**src/rtl/arbitro_display_if.sv**
```systemverilog
// Requester/display bundle for the two-port display digit arbiter.
interface arbitro_display_if #(
  parameter int unsigned P_DATA_W = 4
) ();
  logic                i_Req_A;
  logic [1:0]          i_Dig_A;
  logic [P_DATA_W-1:0] i_Val_A;
  logic                i_Req_B;
  logic [1:0]          i_Dig_B;
  logic [P_DATA_W-1:0] i_Val_B;
  logic                i_Frame;
  logic                o_Ack_A;
  logic                o_Ack_B;
  logic [P_DATA_W-1:0] o_Datos1;
  logic [P_DATA_W-1:0] o_Datos2;
  logic [P_DATA_W-1:0] o_Datos3;
  logic [P_DATA_W-1:0] o_Datos4;
  logic                o_Pend;

  modport master (
    output i_Req_A, i_Dig_A, i_Val_A, i_Req_B, i_Dig_B, i_Val_B, i_Frame,
    input  o_Ack_A, o_Ack_B, o_Datos1, o_Datos2, o_Datos3, o_Datos4, o_Pend
  );

  modport slave (
    input  i_Req_A, i_Dig_A, i_Val_A, i_Req_B, i_Dig_B, i_Val_B, i_Frame,
    output o_Ack_A, o_Ack_B, o_Datos1, o_Datos2, o_Datos3, o_Datos4, o_Pend
  );
endinterface

```
**src/rtl/arbitro_display.sv**
```systemverilog
// Round-robin arbiter for two four-phase digit writers into a shadow bank,
// committed to the display bank only on a frame strobe so a scan never tears.
module arbitro_display #(
  parameter int unsigned P_DATA_W = 4
) (
  input  logic               i_Clk,
  input  logic               i_Rst,
  arbitro_display_if.slave   bus
);

  localparam int unsigned N_DIG = 4;

  typedef enum logic [1:0] {
    IDLE  = 2'd0,
    ACK_A = 2'd1,
    ACK_B = 2'd2
  } state_t;

  state_t              state_q, state_d;
  logic                ptr_b_q, ptr_b_d;
  logic                ack_a_q, ack_a_d;
  logic                ack_b_q, ack_b_d;
  logic                dirty_q, dirty_d;
  logic                wr_en_c;
  logic [1:0]          wr_idx_c;
  logic [P_DATA_W-1:0] wr_val_c;
  logic                commit_c;
  logic [P_DATA_W-1:0] shadow_q [N_DIG];
  logic [P_DATA_W-1:0] commit_q [N_DIG];

  // Next state, grant and shadow-write decode
  always_comb begin
    state_d  = state_q;
    ptr_b_d  = ptr_b_q;
    wr_en_c  = 1'b0;
    wr_idx_c = bus.i_Dig_A;
    wr_val_c = bus.i_Val_A;
    unique case (state_q)
      IDLE: begin
        if (bus.i_Req_A && (!bus.i_Req_B || !ptr_b_q)) begin
          state_d  = ACK_A;
          ptr_b_d  = 1'b1;
          wr_en_c  = 1'b1;
        end else if (bus.i_Req_B) begin
          state_d  = ACK_B;
          ptr_b_d  = 1'b0;
          wr_en_c  = 1'b1;
          wr_idx_c = bus.i_Dig_B;
          wr_val_c = bus.i_Val_B;
        end
      end
      ACK_A: if (!bus.i_Req_A) state_d = IDLE;
      ACK_B: if (!bus.i_Req_B) state_d = IDLE;
      default: state_d = IDLE;
    endcase
    ack_a_d  = (state_d == ACK_A);
    ack_b_d  = (state_d == ACK_B);
    // A commit copies the pre-write shadow; a same-edge write keeps dirty set
    commit_c = bus.i_Frame && dirty_q;
    dirty_d  = wr_en_c || (dirty_q && !commit_c);
  end

  always_ff @(posedge i_Clk or negedge i_Rst) begin
    if (!i_Rst) begin
      state_q <= IDLE;
      ptr_b_q <= 1'b0;
      ack_a_q <= 1'b0;
      ack_b_q <= 1'b0;
      dirty_q <= 1'b0;
    end else begin
      state_q <= state_d;
      ptr_b_q <= ptr_b_d;
      ack_a_q <= ack_a_d;
      ack_b_q <= ack_b_d;
      dirty_q <= dirty_d;
    end
  end

  // Shadow and committed digit banks
  always_ff @(posedge i_Clk or negedge i_Rst) begin
    if (!i_Rst) begin
      for (int i = 0; i < N_DIG; i++) begin
        shadow_q[i] <= '0;
        commit_q[i] <= '0;
      end
    end else begin
      if (wr_en_c) shadow_q[wr_idx_c] <= wr_val_c;
      if (commit_c) begin
        for (int i = 0; i < N_DIG; i++) commit_q[i] <= shadow_q[i];
      end
    end
  end

  assign bus.o_Ack_A  = ack_a_q;
  assign bus.o_Ack_B  = ack_b_q;
  assign bus.o_Pend   = dirty_q;
  assign bus.o_Datos1 = commit_q[0];
  assign bus.o_Datos2 = commit_q[1];
  assign bus.o_Datos3 = commit_q[2];
  assign bus.o_Datos4 = commit_q[3];

endmodule

```
**src/flat_wrapper.sv**
```systemverilog
// flat-port wrapper written by rule: the top's interface ports become plain ports
module arbitro_display_flat 
#(
  parameter int unsigned P_DATA_W = 4
)
  (i_Clk, i_Rst, bus_i_Req_A, bus_i_Dig_A, bus_i_Val_A, bus_i_Req_B, bus_i_Dig_B, bus_i_Val_B, bus_i_Frame, bus_o_Ack_A, bus_o_Ack_B, bus_o_Datos1, bus_o_Datos2, bus_o_Datos3, bus_o_Datos4, bus_o_Pend);
  arbitro_display_if #(.P_DATA_W(P_DATA_W)) bus_i ();
  input  logic i_Clk;
  input  logic i_Rst;
  input wire logic [$bits(bus_i.i_Req_A)-1:0] bus_i_Req_A;
  input wire logic [$bits(bus_i.i_Dig_A)-1:0] bus_i_Dig_A;
  input wire logic [$bits(bus_i.i_Val_A)-1:0] bus_i_Val_A;
  input wire logic [$bits(bus_i.i_Req_B)-1:0] bus_i_Req_B;
  input wire logic [$bits(bus_i.i_Dig_B)-1:0] bus_i_Dig_B;
  input wire logic [$bits(bus_i.i_Val_B)-1:0] bus_i_Val_B;
  input wire logic [$bits(bus_i.i_Frame)-1:0] bus_i_Frame;
  output wire logic [$bits(bus_i.o_Ack_A)-1:0] bus_o_Ack_A;
  output wire logic [$bits(bus_i.o_Ack_B)-1:0] bus_o_Ack_B;
  output wire logic [$bits(bus_i.o_Datos1)-1:0] bus_o_Datos1;
  output wire logic [$bits(bus_i.o_Datos2)-1:0] bus_o_Datos2;
  output wire logic [$bits(bus_i.o_Datos3)-1:0] bus_o_Datos3;
  output wire logic [$bits(bus_i.o_Datos4)-1:0] bus_o_Datos4;
  output wire logic [$bits(bus_i.o_Pend)-1:0] bus_o_Pend;
  assign bus_i.i_Req_A = bus_i_Req_A;
  assign bus_i.i_Dig_A = bus_i_Dig_A;
  assign bus_i.i_Val_A = bus_i_Val_A;
  assign bus_i.i_Req_B = bus_i_Req_B;
  assign bus_i.i_Dig_B = bus_i_Dig_B;
  assign bus_i.i_Val_B = bus_i_Val_B;
  assign bus_i.i_Frame = bus_i_Frame;
  assign bus_o_Ack_A = bus_i.o_Ack_A;
  assign bus_o_Ack_B = bus_i.o_Ack_B;
  assign bus_o_Datos1 = bus_i.o_Datos1;
  assign bus_o_Datos2 = bus_i.o_Datos2;
  assign bus_o_Datos3 = bus_i.o_Datos3;
  assign bus_o_Datos4 = bus_i.o_Datos4;
  assign bus_o_Pend = bus_i.o_Pend;
  arbitro_display #(.P_DATA_W(P_DATA_W)) u_core (.i_Clk(i_Clk), .i_Rst(i_Rst), .bus(bus_i));
endmodule
```
**config.mk**
```make
export PLATFORM = sky130hd
export DESIGN_NAME = arbitro_display_flat
export DESIGN_NICKNAME = d
export VERILOG_FILES = /design/src/rtl/arbitro_display_if.sv /design/src/rtl/arbitro_display.sv /design/src/flat_wrapper.sv
export SDC_FILE = /design/constraint.sdc
export NUM_CORES = 1
export LEC_CHECK = 0
export ABC_AREA = 1
export BUFFER_PORTS_ARGS = -buffer_cell sky130_fd_sc_hd__buf_2
export CORE_UTILIZATION = 50
export CTS_BUF_LIST = sky130_fd_sc_hd__clkbuf_8
export DETAILED_ROUTE_END_ITERATION = 6
export GPL_TIMING_DRIVEN = 0
export PLACE_DENSITY_LB_ADDON = 0.1
export RECOVER_POWER = 50
export SYNTH_ARGS = -nofsm -noshare
export SYNTH_HDL_FRONTEND = slang
export SYNTH_SLANG_ARGS = --single-unit
```
**constraint.sdc**
```tcl
create_clock -name i_Clk -period 3.3 [get_ports i_Clk]
set_clock_uncertainty 0.15 [all_clocks]
set_input_delay 0.165 -clock i_Clk [delete_from_list [all_inputs] [get_ports i_Clk]]
set_output_delay 0.165 -clock i_Clk [all_outputs]
set_load 0.05 [all_outputs]
```
==> flow_summary.ini, run 1 <==
[outcome]
outcome = complete, no violations

[die]
start_util_pct = 54.1
rows = 20
dieArea_um2 = 3620
io_pins = 36
die_x_um = 60.2
coreArea_um2 = 3130
dieHeight_um = 60.2

[logic_synthesis]
yosys_warnings = 0
async_flop_share_pct = 100
yosysMostFrequentCell = nand2_1
syn-num-nets = 173
synth_cell_types = 19
ys_top_cells_by_area = dfrtp_1, nand2_1, mux2_2
synthCells = 156
syn_area_per_cell_um2 = 10.8
ys.flop_type = dfrtp_1
yosysTopAreaCell = dfrtp_1
syn-cell-area_um2 = 1690
synth.top_cells.by_count = nand2_1, dfrtp_1, mux2_2, nand4_1, inv_1
synth-seq-cells = 38
yosysTopAreaCellShare_pct = 56.2
synth-edff-count = 0
synth-seq-area-share_pct = 56.2

[cells_and_area]
seqCellArea_um2 = 951
final_layout_size_suffix_gt1_share_pct = 27.4
synthToLayoutAreaGrowth_pct = 20.2
multi_input_area_um2 = 671
fin_nets = 217
fin_util_pct = 65.0
diodes = 0
fill_cells = 264

[worst_setup_path]
critical_path_class = register to register
worst_path_max_delay_cell = dfrtp_1
cp.required_ps = 3340
worst_setup_path_start_kind = register
critPathBufInv = 1
cp.arrival_ps = 1950
crit_top_cell = nand2_1
worst_setup_path_end_kind = register
critPathTopFamily = simple AND/OR/NAND/NOR gates
cp_max_fo = 10
path_cells = nor2_4, clkbuf_1, nand4_1, nand2_2, nand3_2, nand2_1, nand2_1
cpPeakStageDelay_ps = 430

[global_routing]
globalRouteTotalUtil_pct = 21.8
grt_max_degree = 39
overflow = 0
grt_pass1_vias = 1202
grt_pass1_wl_um = 5600
antenna_found_initial = 0

[timing]
tightestPinTransition_ps = 821
setup_viol = 0
finalHoldWorstSlack_ps = 46.0
hold_viol = 0
fmax_ghz = 0.523
maxSlewViolCount = 0
rsz0062_at_grt = no
tns_ps = 0
min_period_ps = 1910
fin_crit_sh_pct = 57.9
maxSlewHeadroom_pct = 45.3

[clock_network]
clock_sinks = 38
tritoncts = done
cts_buffers = 5
path_clk_slew_ps = 80
clock_latency_ps = 290
cts.root.buffer_cell = clkbuf_8
cts_setup_buffers = 0
cts_resized = 0
htreeDepth = 2
clock_path_buffers = 2

[power_and_ir_drop]
leakage_nw = 1.01
powerDensity_nw_per_um2 = 1100
total_power_w = 0.00224
ir_worst_vdd_mv = 0.536

[detailed_routing]
drtIter0Drc = 51
final_antenna_net_count = 0
routed_via_density = 5.09
dr.pass1.iters = 4
drt-total-wl_um = 3300
drc_errors = 0
wl_per_cell_um = 13.5
vias = 1248

[place]
gp_routability_congestion = 0.758
dpl.hpwl_um = 2310
port_buffers = 35

[worst_hold_path]
hold_path_class = input port to register

[job]
maxCapViolCount = 0
==> worst paths after layout <==
path / startpoint / to / slack [ps] / depth (start not counted)
max: u_core.state_q[0] / u_core.shadow_q[5] / 1390 / 7
min: bus_i_Req_A / u_core.state_q[0] / 50 / 3
max reg2reg: u_core.state_q[0] / u_core.shadow_q[5] / 1390 / 7
min reg2reg: u_core.shadow_q[4] / u_core.shadow_q[4] / 330 / 2
max in group asynchronous: i_Rst / u_core.bus.o_Ack_B / 2140 / 2
min in group asynchronous: i_Rst / u_core.bus.o_Datos3[1] / 340 / 2
==> power by group <==
part / switching, W / total, W / leakage, nW / internal [W]
combinational: 0.000715 / 0.000982 / 0.460 / 0.000266
sequential: 0.000110 / 0.000781 / 0.480 / 0.000671
clock: 0.000171 / 0.000474 / 0.0683 / 0.000303
total: 0.000996 / 0.00224 / 1.01 / 0.00124
==> tightest hold or removal path, cell delays in order <==
cell and delay, ps:
buf_2 130, nand3_1 100, nand2_1 60
==> per-layer routing <==
metal	track usage [%]	vias to the layer above	part of all wire, %
li1	-	621	-
met1	26.6	595	45
met2	36.1	26	50
met3	5.84	6	3.4
met4	8.97	0	1.6
met5	0	-	0
==> cell usage in the layout, fill, tap and decap left out <==
master and n:
o21ai_0 4, nand2_1 50, dlygate4sd3_1 2, o21ai_1 5, nand4_1 14, nand3_1 3, mux2_2 16, clkbuf_1 20
clkinv_4 1, buf_4 1, o21bai_1 1, dfrtp_1 38, buf_2 18, clkbuf_8 5, o21a_4 1, bufinv_16 2
nand4_4 1, nand3_2 2, nand3_4 1, o31ai_1 2, nor2_4 3, inv_1 7, nand2_2 4
==> layout make-up <==
| type | instances | area share, % |
|---|---|---|
| timing repair buffer | 37 | 8.43 |
| clock buffer | 5 | 3.38 |
| buffer | 4 | 1.05 |
| clock inverter | 3 | 3.38 |
| tap | 44 | 2.71 |
| multi-input combinational | 107 | 33.0 |
| sequential | 38 | 46.8 |
| inverter | 7 | 1.29 |
==> sequential cells by signal, summed over array words and instances (netlist names) <==
signal               flops
u_core.bus.o_Ack_A       1
u_core.bus.o_Ack_B       1
u_core.bus.o_Datos1      4
u_core.bus.o_Datos2      4
u_core.bus.o_Datos3      4
u_core.bus.o_Datos4      4
u_core.bus.o_Pend        1
u_core.ptr_b_q           1
u_core.shadow_q         16
u_core.state_q           2
==> metrics by stage <==
stage,cell area (um^2),setup WS [ps],cells
2_1_floorplan,1690,1620,156
3_3_place_gp,1920,1690,235
3_5_place_dp,1920,1670,235
4_1_cts,2080,1570,245
5_1_grt,2030,1190,245
6_report,2030,1390,245
==> what timing repair did <==
item	in CTS	in global routing
hold buffers	2	0
setup endpoints to repair	0	0
endpoints found under the hold margin	39	0
==> kinds of logic (layout without fill, tap and decap cells) <==
kind of cell,after synthesis,after routing,synth area share [%]
AO/OA/AOI/OAI,13,13,4.88
AND/OR/NAND/NOR,78,78,25.0
buffers and inverters,11,56,3.25
multiplexers,16,16,10.7
flip-flops,38,38,56.2
(Power assumes the default switching activity.)
==> inputs of run 2 (changes only) <==
==> constraint.sdc (replaced) <==
create_clock -name i_Clk -period 1.8 [get_ports i_Clk]
set_clock_uncertainty 0.15 [all_clocks]
set_input_delay 0.09 -clock i_Clk [delete_from_list [all_inputs] [get_ports i_Clk]]
set_output_delay 0.09 -clock i_Clk [all_outputs]
set_load 0.05 [all_outputs]
==> run 2 against run 1 <==
  * Sequential share of layout area down 0.74 points
  * First-iteration DRC count unchanged
  * Setup slack worse by 1200 ps
  * Register-to-register slack worse by 1200 ps
  * Non-clock buffer count up 1
  * Worst hold slack worse by 12 ps
  * Global-route usage about the same
  * Combinational power up 88%
  * Utilization up 1.0 points
  * Critical path type unchanged
==> flow_summary.ini, run 2 (synthesis gave the netlist of run 1 again) <==
[outcome]
outcome = complete, no violations

[worst_setup_path]
reg2reg_slack_ps = 150
cp.required_ps = 1840
r2r_start = u_core.state_q[0]
cp.arrival_ps = 1690
critical_path_class = register to register
r2r_end = u_core.shadow_q[5]
rr_worst_depth = 7
cp_max_fo = 10
worst_setup_path_start_kind = register
worst_setup_path_end_kind = register

[clock_network]
clock_sinks = 38
clock_path_buffers = 2
clock_latency_ps = 290
cts_setup_buffers = 0
tritoncts = done
htreeDepth = 2
cts_resized = 0
path_clk_slew_ps = 80
cts_buffers = 5
cts.root.buffer_cell = clkbuf_8

[detailed_routing]
met3_length_um = 113
drc_errors = 0
wl_met1_um = 1460
drtIter0Drc = 51
dr.pass1.iters = 4
vias = 1248
wl_per_cell_um = 13.4
drt-total-wl_um = 3300
wl_met2_um = 1660
highest_layer = met4
final_antenna_net_count = 0
routed_via_density = 5.07

[die]
dieArea_um2 = 3620
die_x_um = 60.2
rows = 20
coreArea_um2 = 3130
io_pins = 36
start_util_pct = 54.1
dieHeight_um = 60.2

[power_and_ir_drop]
leakage_nw = 1.02
ir_worst_vdd_mv = 0.997
powerDensity_nw_per_um2 = 2010

[worst_hold_path]
hp-start = bus_i_Req_B
hold_end = u_core.bus.o_Ack_A
hold_path_class = input port to register
min_path_cells = 4

[cells_and_area]
layout_commonest_cell = nand2_1
fin_nets = 218
layout_common_cells = nand2_1, dfrtp_1, clkbuf_1, buf_2, mux2_2
fin_area_um2 = 2070
largest_register = u_core.shadow_q
diodes = 0
largest_reg_flops = 16
synthToLayoutAreaGrowth_pct = 22.1
stdcell_count = 246
fin_util_pct = 66.0
final_layout_size_suffix_gt1_share_pct = 28.7

[place]
port_buffers = 35
place_area_um2 = 1920
dpl.hpwl_um = 2310
gp_routability_congestion = 0.758
dp_cells = 235

[timing]
rsz0062_at_grt = no
tightestPinTransition_ps = 914
finalHoldWorstSlack_ps = 34.5
min_period_ps = 1650
maxSlewHeadroom_pct = 39.1
hold_viol = 0
maxSlewViolCount = 0
tns_ps = 0
setup_viol = 0
fin_crit_sh_pct = 91.8
fmax_ghz = 0.605

[global_routing]
globalRouteTotalUtil_pct = 21.8
grt_max_degree = 39
grt_pass1_wl_um = 5620
overflow = 0
grt_pass1_vias = 1215
antenna_found_initial = 0

[job]
maxCapViolCount = 0
==> run 2: changes by cell type in the layout (fill, tap and decap cells not counted) <==
cell,delta
buf_6,+1
nand3_4,+1
clkbuf_2,+1
clkbuf_1,-1
nand3_1,-1
nand2_1,-1
buf_2,-1
nand2_2,+1
dlygate4sd3_1,+1
==> run 2: what timing repair did <==
action,4_1_cts,5_1_grt
endpoints found under the hold margin,41,0
setup endpoints to repair,0,0
hold buffers,3,0
==> run 2: power breakdown <==
group          leakage, nW  switching (W)  internal, W
clock network       0.0683       0.000313     0.000555
registers            0.480       0.000201      0.00123
logic                0.471        0.00133     0.000519
total                 1.02        0.00184      0.00230
==> run 2: area by class of cell <==
| type | count | area (um^2) |
|---|---|---|
| Clock inverter | 3 | 68.8 |
| Timing Repair Buffer | 38 | 181 |
| Inverter | 7 | 26.3 |
| Sequential cell | 38 | 951 |
| Fill cell | 262 | 1060 |
| Multi-Input combinational cell | 107 | 686 |
| Tap cell | 44 | 55.1 |
| Clock buffer | 5 | 68.8 |
| Buffer | 4 | 28.8 |
==> run 2: per-layer routing <==
layer / track usage [%] / up-vias
li1: - / 623
met1: 26.6 / 593
met2: 36.3 / 26
met3: 5.84 / 6
met4: 8.97 / 0
met5: 0 / -
==> run 2: stage by stage <==
step / setup WS, ps / power [W]
after floorplan: 120 / 0.00291
after global placement: 195 / 0.00328
after detailed placement: 165 / 0.00334
after CTS: 135 / 0.00424
after global routing: 8.90 / 0.00440
final: 147 / 0.00415
==> run 2: worst max-delay path, cell delays in order, from the launching register on <==
cell and delay (ps):
dfrtp_1 430, nor2_4 170, buf_6 160, nand4_4 120, nand2_2 210, nand3_2 150, nand2_1 100, nand2_1 50
==> run 2: how the worst max path moves through the flow <==
stage / start / end / slack (ps)
2_1_floorplan: u_core.bus.o_Pend / u_core.bus.o_Datos1[0] / 120
3_3_place_gp: u_core.state_q[0] / u_core.shadow_q[7] / 190
3_5_place_dp: u_core.state_q[0] / u_core.shadow_q[6] / 170
4_1_cts: u_core.state_q[0] / u_core.shadow_q[13] / 130
5_1_grt: u_core.state_q[0] / u_core.shadow_q[15] / 9
6_report: u_core.state_q[0] / u_core.shadow_q[5] / 150
